$ cat config.mk
export PLATFORM = sky130hd
export DESIGN_NAME = hilo_muldiv_unit_flat
export DESIGN_NICKNAME = d
export VERILOG_FILES = /design/src/rtl/hilo_muldiv_unit_pkg.sv /design/src/rtl/hilo_muldiv_unit_if.sv /design/src/rtl/hilo_muldiv_unit_step.sv /design/src/rtl/hilo_muldiv_unit.sv /design/src/flat_wrapper.sv
export SDC_FILE = /design/constraint.sdc
export NUM_CORES = 1
export LEC_CHECK = 0
export ABC_AREA = 1
export BUFFER_PORTS_ARGS = -buffer_cell sky130_fd_sc_hd__buf_4
export CAP_MARGIN = 40
export CORE_MARGIN = 5
export CORE_UTILIZATION = 31
export DETAILED_ROUTE_END_ITERATION = 10
export GPL_TIMING_DRIVEN = 0
export PLACE_DENSITY = 0.48
export SYNTH_ARGS = -nofsm -noshare
export SYNTH_HDL_FRONTEND = slang
export SYNTH_SLANG_ARGS = --single-unit
$ cat constraint.sdc
create_clock -name clk_i -period 4.9 [get_ports clk_i]
set_input_delay 0.49 -clock clk_i [delete_from_list [all_inputs] [get_ports clk_i]]
set_output_delay 0.49 -clock clk_i [all_outputs]
set_load 0.005 [all_outputs]
$ cat src/rtl/hilo_muldiv_unit_pkg.sv
`default_nettype none
// ============================================================================
// Module   : muldiv_pkg
// Brief    : Shared constants, opcode and state encodings for the HI/LO unit.
// Revision : 1.0 - initial release
// ============================================================================
package muldiv_pkg;

  localparam int WIDTH = 24;
  localparam int OP_W  = 2;
  localparam int CNT_W = $clog2(WIDTH);

  typedef enum logic [OP_W-1:0] {
    OP_MULU = 2'b00,
    OP_MULS = 2'b01,
    OP_DIVU = 2'b10,
    OP_RSVD = 2'b11
  } op_e;

  typedef enum logic [1:0] {
    IDLE = 2'd0,
    RUN  = 2'd1,
    FIX  = 2'd2
  } state_e;

endpackage
`default_nettype wire

$ cat src/rtl/hilo_muldiv_unit_if.sv
`default_nettype none
// ============================================================================
// Module   : hilo_muldiv_unit_if
// Brief    : CPU-side operand/command and HI/LO result bundle for the unit.
// Revision : 1.0 - initial release
// ============================================================================
interface hilo_muldiv_unit_if;
  import muldiv_pkg::*;

  logic             start;
  logic [OP_W-1:0]  opsel;
  logic [WIDTH-1:0] a;
  logic [WIDTH-1:0] b;
  logic             write_hi;
  logic             write_lo;
  logic [WIDTH-1:0] write_data;
  logic [WIDTH-1:0] hi;
  logic [WIDTH-1:0] lo;
  logic             busy;
  logic             done;
  logic             div_by_zero;

  modport master (
    output start, opsel, a, b, write_hi, write_lo, write_data,
    input  hi, lo, busy, done, div_by_zero
  );

  modport slave (
    input  start, opsel, a, b, write_hi, write_lo, write_data,
    output hi, lo, busy, done, div_by_zero
  );

endinterface
`default_nettype wire

$ cat src/rtl/hilo_muldiv_unit_step.sv
`default_nettype none
// ============================================================================
// Module   : muldiv_step
// Brief    : One iteration of shift-add multiply or restoring divide.
// Revision : 1.0 - initial release
// ============================================================================
module muldiv_step
  import muldiv_pkg::*;
(
  input  logic               is_div_i,
  input  logic [2*WIDTH:0]   work_i,
  input  logic [WIDTH-1:0]   opnd_i,
  output logic [2*WIDTH:0]   work_o
);

  logic [WIDTH:0]   w_sum;
  logic [WIDTH:0]   w_rem_shift;
  logic [WIDTH+1:0] w_trial;

  // work_i holds {upper 25 bits, lower 24 bits}: accumulator|multiplier or
  // partial remainder|dividend-becoming-quotient.
  always_comb begin
    w_sum       = work_i[2*WIDTH:WIDTH] + (work_i[0] ? {1'b0, opnd_i} : {(WIDTH+1){1'b0}});
    w_rem_shift = {work_i[2*WIDTH-1:WIDTH], work_i[WIDTH-1]};
    w_trial     = {1'b0, w_rem_shift} - {2'b00, opnd_i};
    if (is_div_i) begin
      work_o = {(w_trial[WIDTH+1] ? w_rem_shift : w_trial[WIDTH:0]),
                work_i[WIDTH-2:0], ~w_trial[WIDTH+1]};
    end else begin
      work_o = {1'b0, w_sum, work_i[WIDTH-1:1]};
    end
  end

endmodule
`default_nettype wire

$ cat src/rtl/hilo_muldiv_unit.sv
`default_nettype none
// ============================================================================
// Module   : hilo_muldiv_unit
// Brief    : Iterative 24-bit multiply/divide unit owning the HI/LO registers.
// Revision : 1.0 - initial release
// ============================================================================
module hilo_muldiv_unit
  import muldiv_pkg::*;
(
  input  logic                 clk_i,
  input  logic                 rst_i,
  hilo_muldiv_unit_if.slave    bus
);

  state_e             state_q, state_d;
  logic [CNT_W-1:0]   cnt_q, cnt_d;
  logic [2*WIDTH:0]   work_q, work_d;
  logic [WIDTH-1:0]   opnd_q, opnd_d;
  logic               is_div_q, is_div_d;
  logic               neg_q, neg_d;
  logic [WIDTH-1:0]   hi_q, hi_d;
  logic [WIDTH-1:0]   lo_q, lo_d;
  logic               done_q, done_d;
  logic               dbz_q, dbz_d;

  logic               w_accept;
  logic               w_muls;
  logic [WIDTH-1:0]   w_abs_a;
  logic [WIDTH-1:0]   w_abs_b;
  logic [2*WIDTH-1:0] w_res;
  logic [2*WIDTH:0]   w_step;

  muldiv_step u_step (
    .is_div_i (is_div_q),
    .work_i   (work_q),
    .opnd_i   (opnd_q),
    .work_o   (w_step)
  );

  always_comb begin
    state_d  = state_q;
    cnt_d    = cnt_q;
    work_d   = work_q;
    opnd_d   = opnd_q;
    is_div_d = is_div_q;
    neg_d    = neg_q;
    hi_d     = hi_q;
    lo_d     = lo_q;
    dbz_d    = dbz_q;
    done_d   = 1'b0;

    w_accept = bus.start && (state_q == IDLE) && (bus.opsel != OP_RSVD);
    w_muls   = (bus.opsel == OP_MULS);
    w_abs_a  = (w_muls && bus.a[WIDTH-1]) ? -bus.a : bus.a;
    w_abs_b  = (w_muls && bus.b[WIDTH-1]) ? -bus.b : bus.b;
    w_res    = neg_q ? -work_q[2*WIDTH-1:0] : work_q[2*WIDTH-1:0];

    case (state_q)
      IDLE: begin
        if (bus.write_hi) hi_d = bus.write_data;
        if (bus.write_lo) lo_d = bus.write_data;
        if (w_accept) begin
          state_d  = RUN;
          cnt_d    = '0;
          is_div_d = (bus.opsel == OP_DIVU);
          neg_d    = w_muls && (bus.a[WIDTH-1] ^ bus.b[WIDTH-1]);
          dbz_d    = (bus.opsel == OP_DIVU) && (bus.b == '0);
          // Multiplier rides in the low half; dividend shifts out of it.
          if (bus.opsel == OP_DIVU) begin
            work_d = {{(WIDTH+1){1'b0}}, bus.a};
            opnd_d = bus.b;
          end else begin
            work_d = {{(WIDTH+1){1'b0}}, w_abs_b};
            opnd_d = w_abs_a;
          end
        end
      end
      RUN: begin
        work_d = w_step;
        cnt_d  = cnt_q + CNT_W'(1);
        if (cnt_q == CNT_W'(WIDTH-1)) state_d = FIX;
      end
      FIX: begin
        hi_d    = w_res[2*WIDTH-1:WIDTH];
        lo_d    = w_res[WIDTH-1:0];
        done_d  = 1'b1;
        state_d = IDLE;
      end
      default: state_d = IDLE;
    endcase
  end

  always_ff @(posedge clk_i) begin
    if (rst_i) begin
      state_q  <= IDLE;
      cnt_q    <= '0;
      work_q   <= '0;
      opnd_q   <= '0;
      is_div_q <= 1'b0;
      neg_q    <= 1'b0;
      hi_q     <= '0;
      lo_q     <= '0;
      done_q   <= 1'b0;
      dbz_q    <= 1'b0;
    end else begin
      state_q  <= state_d;
      cnt_q    <= cnt_d;
      work_q   <= work_d;
      opnd_q   <= opnd_d;
      is_div_q <= is_div_d;
      neg_q    <= neg_d;
      hi_q     <= hi_d;
      lo_q     <= lo_d;
      done_q   <= done_d;
      dbz_q    <= dbz_d;
    end
  end

  assign bus.hi          = hi_q;
  assign bus.lo          = lo_q;
  assign bus.busy        = (state_q != IDLE);
  assign bus.done        = done_q;
  assign bus.div_by_zero = dbz_q;

endmodule
`default_nettype wire

$ cat src/flat_wrapper.sv
// flat-port wrapper written by rule: the top's interface ports become plain ports
module hilo_muldiv_unit_flat import muldiv_pkg::*;
  (clk_i, rst_i, bus_start, bus_opsel, bus_a, bus_b, bus_write_hi, bus_write_lo, bus_write_data, bus_hi, bus_lo, bus_busy, bus_done, bus_div_by_zero);
  hilo_muldiv_unit_if bus_i ();
  input  logic clk_i;
  input  logic rst_i;
  input wire logic [$bits(bus_i.start)-1:0] bus_start;
  input wire logic [$bits(bus_i.opsel)-1:0] bus_opsel;
  input wire logic [$bits(bus_i.a)-1:0] bus_a;
  input wire logic [$bits(bus_i.b)-1:0] bus_b;
  input wire logic [$bits(bus_i.write_hi)-1:0] bus_write_hi;
  input wire logic [$bits(bus_i.write_lo)-1:0] bus_write_lo;
  input wire logic [$bits(bus_i.write_data)-1:0] bus_write_data;
  output wire logic [$bits(bus_i.hi)-1:0] bus_hi;
  output wire logic [$bits(bus_i.lo)-1:0] bus_lo;
  output wire logic [$bits(bus_i.busy)-1:0] bus_busy;
  output wire logic [$bits(bus_i.done)-1:0] bus_done;
  output wire logic [$bits(bus_i.div_by_zero)-1:0] bus_div_by_zero;
  assign bus_i.start = bus_start;
  assign bus_i.opsel = bus_opsel;
  assign bus_i.a = bus_a;
  assign bus_i.b = bus_b;
  assign bus_i.write_hi = bus_write_hi;
  assign bus_i.write_lo = bus_write_lo;
  assign bus_i.write_data = bus_write_data;
  assign bus_hi = bus_i.hi;
  assign bus_lo = bus_i.lo;
  assign bus_busy = bus_i.busy;
  assign bus_done = bus_i.done;
  assign bus_div_by_zero = bus_i.div_by_zero;
  hilo_muldiv_unit u_core (.clk_i(clk_i), .rst_i(rst_i), .bus(bus_i));
endmodule
After elaboration in Yosys (flattened, before gate mapping). Index checks and enable logic that the tools add are counted.

Bits in registers: 132. Latch bits: 0. Bits in writable memories: 0. Memory bits (read-only): 0. Input port bits: 79. Output and inout port bits: 51. Word-level logic and storage cells: 64. Memories: 0.

$add $sub $neg: 6. $mul: 0. Divide/modulo/power cells: 0. Magnitude comparators: 0. Eq/ne operators: 10. Shift-type cells: 0. Mux-type cells: 20. Bitwise logic cells: 2. Reductions and logical operators: 16.

Operator list (count): $mux W24 (7); $mux W49 (2); $pmux W49 S2 (1); $pmux W24 S2 (2); $mux W48 (1); $neg A24 Y24 (2); $neg A48 Y48 (1); $sub A25 B24 Y26 (1); $add A25 B25 Y25 (1); $mux W25 (1); $logic_not A24 Y1 (1); $pmux W5 S2 (1); $reduce_and A2 Y1 (5); $logic_and A1 B1 Y1 (6); $ne A2 B2 Y1 const B (3); $reduce_bool A2 Y1 (3); $add A5 B1 Y5 const B (1); $eq A5 B5 Y1 const B (1); $mux W5 (1); $eq A2 B1 Y1 const B (2); $eq A2 B2 Y1 const B (2); $mux W2 (2); $ne A2 B1 Y1 const B (2); $pmux W2 S2 (1); other kinds (4) (4).

Logic depth before layout (Yosys ltp).
Word-level depth: 6. Mapped depth: 19. Gate-level depth less buffers: 17.

Cells and area by module. A second synthesis with hierarchy kept.

Cell total of the unflattened synthesis: 2345. Area total of the unflattened synthesis: 13128.8 sq um.

Modules (own cells, without submodules): hilo_muldiv_unit (instances 1, cells an instance 1394, area each 8509.4 sq um, sequential area each 2642.5 sq um); muldiv_step (instances 1, cells an instance 951, area each 4619.4 sq um, sequential area each 0.0 sq um).

Worst setup path after synthesis. OpenSTA, ideal clock, no wires.

Path kind: register -> register. Start point: register u_core.work_q[0]. End point: register u_core.work_q[39]. Library setup time: 0.132 ns. Data arrival time: 2.312 ns. Required time: 4.768 ns. Setup slack: 2.456 ns. Cell stages (with the launch flop): 20. Path buffers: 2. Clock period less this slack: 2.444 ns. Cells stage by stage: dfxtp_1 -> buf_2 -> buf_1 -> nand2_1 -> inv_1 -> ha_1 -> inv_1 -> fa_1 -> inv_1 -> nand3_1 -> nand3_1 -> nand2_1 -> nand2_1 -> inv_1 -> nor2_1 -> o21ai_0 -> nand3_1 -> nand2_1 -> nand2_1 -> a21oi_1.

Cells in the longest elaborated chain, start to end: 4.

RTL lines: start: declaration (line hilo_muldiv_unit.sv:17) `logic [2*WIDTH:0] work_q, work_d;`; start signal: assignment (line hilo_muldiv_unit.sv:108) `work_q <= work_d;`; $mux W24 (line hilo_muldiv_unit_step.sv:23) `w_sum = work_i[2*WIDTH:WIDTH] + (work_i[0] ? {1'b0, opnd_i} : {(WIDTH+1){1'b0}});`; $add A25 B25 Y25 (line hilo_muldiv_unit_step.sv:23); $mux W49 (line hilo_muldiv_unit_step.sv:26) `if (is_div_i) begin`; $pmux W49 S2 (line hilo_muldiv_unit.sv:58) `case (state_q)`.

No other way between the ends. A chain may end at the register's enable or synchronous reset.

Worst setup path in the final report. Ends and elaborated chain as after synthesis.

==> flow_summary.json <==
{
  "postSynth.asyncResetShare_pct": 0,
  "place_inst": 2849,
  "drv_cap": 0,
  "finalClockSkew_ns": 0.0141,
  "share_of_final_layout_standard_cells_stronger_than_drive_strength_1_pct": 9.89,
  "post-cts-setup-buffers": 0,
  "clk_latency_ns": 0.45,
  "tritoncts": "built",
  "synth.avg_cell_area_sq_um": 5.73,
  "worst_hold_margin_ns": 0.351,
  "switching_share_pct": 41.7,
  "number_of_detailed_route_iterations_in_the_first_pass": 5,
  "critical_path.cell_chain": "buf_2 > buf_1 > nand2_1 > inv_1 > ha_1 > inv_1 > fa_1 > inv_1 > nand3_1 > nand3_1 > nand2_1 > nand2_1 > inv_1 > o211ai_1 > nand3_1 > nand2_1 > nand2_1 > a21oi_1",
  "floorplan.rows": 73,
  "groute.usage.overall_pct": 25.2,
  "share_comb_of_total_power_pct": 36.7,
  "pin_count": 130,
  "irDropWorstVdd_v": 0.000181,
  "clock_tree.buffer_depth": 2,
  "initial_antenna_violation_count": 0,
  "endpoint_kind": "flop",
  "diodes": 0,
  "synth_instances": 2195,
  "hold_buffers": 0,
  "area.growth.synth_to_final_pct": 17.8,
  "die_height_microns": 211,
  "die_x_microns": 211,
  "via_count_of_the_first_global_routing_pass": 14000,
  "synth.lib_cells_used.distinct": 48,
  "tritoncts.num_buffers": 17,
  "design.die.area_sq_um": 44700,
  "ys_ff_latch": 132,
  "slowest_cp_cell": "sky130_fd_sc_hd__buf_1",
  "period_share_pct": 69.2,
  "floorplan.core_area_sq_um": 39900,
  "outcome": "complete, no violations",
  "timing.setup.critical_path_class": "flop to flop",
  "routed-via-count": 15100,
  "count_of_synthesis_stage_warnings_from_yosys": 0,
  "holdCritPathClass": "primary input to flop",
  "static-leakage-power_uw": 0.00715,
  "leading_cell_types_in_the_layout_fill_and_taps_excluded": "599 x sky130_fd_sc_hd__nand2_1, 303 x sky130_fd_sc_hd__inv_1, 235 x sky130_fd_sc_hd__a21oi_1, 193 x sky130_fd_sc_hd__o21ai_0, 183 x sky130_fd_sc_hd__nand3_1",
  "grt_first_pass_wirelength_mm": 86.4,
  "slew_headroom_pct": 44.4,
  "timing.critical_path.from_type": "flop",
  "post_cts_resized": 0,
  "design_area_sq_um": 14800,
  "timing.final.setup_violations": 0,
  "largest_stage_delay_on_the_critical_path_ns": 0.51,
  "drt_first_iter_violations": 1403,
  "min_cycle_time_layout_ns": 3.39,
  "mapped_cell_area_sq_um": 12600,
  "place.detailed.hpwl_mm": 48.1,
  "clockRootBuffer": "sky130_fd_sc_hd__clkbuf_16",
  "power.net_switching_uw": 1740,
  "grt_total_ovfl": 0,
  "pwr-share-seq_pct": 30.5,
  "num-nets-final": 2476,
  "drt_wl_total_mm": 58.0,
  "grt_setup_unrepaired": "false",
  "cellPowerDensity_nw_per_um2": 282,
  "power.clock.fraction_pct": 32.8,
  "fin_cells": 2881,
  "remaining_drc_errors": 0,
  "viasPerCell": 5.24,
  "most_common_cell_after_layout_fill_and_taps_aside": "sky130_fd_sc_hd__nand2_1",
  "maxClockFrequency_mhz": 295,
  "maxSlewViolCount": 0,
  "grt_start_max_net_pins": 17,
  "timing.final.hold_violations": 0,
  "detail_route.wl_per_cell_microns": 20.1,
  "place_area_sq_um": 14200,
  "clock_sinks": 132,
  "internal_power_uw": 2430,
  "numPortBuffers": 129,
  "ant_nets": 0,
  "sequential_to_total_area_share_from_yosys_stat_pct": 21.0,
  "gp_congestion": 0.937,
  "path_common_cell": "sky130_fd_sc_hd__nand2_1",
  "initial_core_util_pct": 31.5,
  "yosys_most_used_dff": "sky130_fd_sc_hd__dfxtp_1",
  "synth_fp_nets": 2328,
  "worst-endpoint-required_ns": 5.27,
  "least_margin_pin_slew_ns": 0.834,
  "synth_edf_count": 0,
  "arrival_ns": 3.76,
  "cts.clk_slew.worst_paths_ns": 0.07,
  "cts.htree.levels": 4,
  "tns_ns": 0,
  "worst-path-max-fanout": 10
}
-- critical path: cells and delay by family (launching register included) --
family          cells  cell delay (ns)
fa+ha+maj           2             0.63
flops               1             0.30
compound gates      2             0.27
simple gates        8             0.93
buf+inv             6             1.17
-- stage by stage --
stage               setup WS [ns]  total power, uW  utilization [%]
global placement             1.57             2790             35.6
detailed placement           1.51             2800             35.6
floorplan                    2.46             2240                -
global route                 1.17             4400             37.1
finish                       1.51             4170             37.1
CTS                          1.48             4160             37.1
-- metal layers --
metal / share of wire (%) / global-route usage [%] / vias to the layer above
li1: - / - / 7508
met1: 47 / 36.5 / 6960
met2: 44 / 39.4 / 551
met3: 6.0 / 3.01 / 79
met4: 2.9 / 7.46 / 0
met5: 0 / 0 / -
-- flip-flops by register name, indices dropped and copies added, names as in the netlist --
signal / flops
u_core.bus.div_by_zero: 1
u_core.bus.done: 1
u_core.bus.hi: 24
u_core.bus.lo: 24
u_core.cnt_q: 5
u_core.is_div_q: 1
u_core.neg_q: 1
u_core.opnd_q: 24
u_core.state_q: 2
u_core.work_q: 49
-- kinds of logic after synthesis --
kind of cell / Yosys count / share of synthesized area (%)
AO/OA/AOI/OAI: 512 / 22.1
XOR/XNOR: 40 / 2.79
adder cells (fa/ha/maj): 54 / 5.49
buffers and inverters: 402 / 12.3
flip-flops: 132 / 21.0
AND/OR/NAND/NOR: 1055 / 36.3
-- area by class of cell --
cell class | count | area (sq um)
well taps | 525 | 657
clock inverters | 15 | 183
repair buffers | 129 | 968
flip-flops and latches | 132 | 2640
plain buffers | 83 | 347
inverters | 319 | 1200
multi-input cells | 1661 | 8390
fillers | 4504 | 25100
clock buffers | 17 | 425
-- power by group through the flow --
stage | Combinational [uW] | Clock [uW] | Sequential [uW]
detailed placement | 1510 | 0 | 1290
CTS | 1510 | 1380 | 1270
finish | 1530 | 1370 | 1270
global route | 1690 | 1430 | 1280
floorplan | 998 | 0 | 1240
global placement | 1500 | 0 | 1290
-- cell usage after synthesis, types with 3 or more instances --
library cell	count	area share [%]
sky130_fd_sc_hd__nand2_1	599	18
sky130_fd_sc_hd__inv_1	303	9.0
sky130_fd_sc_hd__a21oi_1	235	9.4
sky130_fd_sc_hd__o21ai_0	193	7.7
sky130_fd_sc_hd__nand3_1	183	7.3
sky130_fd_sc_hd__nor2_1	152	4.5
sky130_fd_sc_hd__dfxtp_1	132	21
sky130_fd_sc_hd__clkbuf_1	62	1.9
sky130_fd_sc_hd__ha_1	52	5.2
sky130_fd_sc_hd__nand4_1	37	1.8
sky130_fd_sc_hd__a31oi_1	30	1.5
sky130_fd_sc_hd__xor2_1	29	2.0
sky130_fd_sc_hd__nor3_1	23	0.92
sky130_fd_sc_hd__nand3b_1	17	1.0
sky130_fd_sc_hd__inv_2	12	0.36
sky130_fd_sc_hd__o21ai_1	12	0.48
sky130_fd_sc_hd__o211ai_1	11	0.66
sky130_fd_sc_hd__xnor2_1	11	0.77
sky130_fd_sc_hd__buf_2	10	0.40
sky130_fd_sc_hd__buf_1	8	0.24
sky130_fd_sc_hd__o211ai_2	8	0.80
sky130_fd_sc_hd__or2_2	8	0.40
sky130_fd_sc_hd__nor2_2	6	0.30
sky130_fd_sc_hd__o21bai_1	6	0.36
sky130_fd_sc_hd__nand2_2	5	0.25
sky130_fd_sc_hd__and2_1	4	0.20
sky130_fd_sc_hd__clkinv_1	4	0.12
sky130_fd_sc_hd__o221ai_1	4	0.28
sky130_fd_sc_hd__buf_6	3	0.27
sky130_fd_sc_hd__nand2_4	3	0.27
sky130_fd_sc_hd__nand3_2	3	0.24
sky130_fd_sc_hd__nor2_4	3	0.27
sky130_fd_sc_hd__o31ai_1	3	0.18
sky130_fd_sc_hd__or2_1	3	0.15
-- path summary, 6_finish.rpt --
kind	from	endpoint	slack (ns)	cells past startpoint
worst max register to register	u_core.work_q[0]	u_core.work_q[39]	1.51	18
worst max-delay path	u_core.work_q[0]	u_core.work_q[39]	1.51	18
worst min-delay path	bus_write_data[21]	u_core.bus.lo[21]	0.35	3
worst min register to register	u_core.opnd_q[9]	u_core.opnd_q[9]	0.48	2
(Power assumes the default switching activity.)
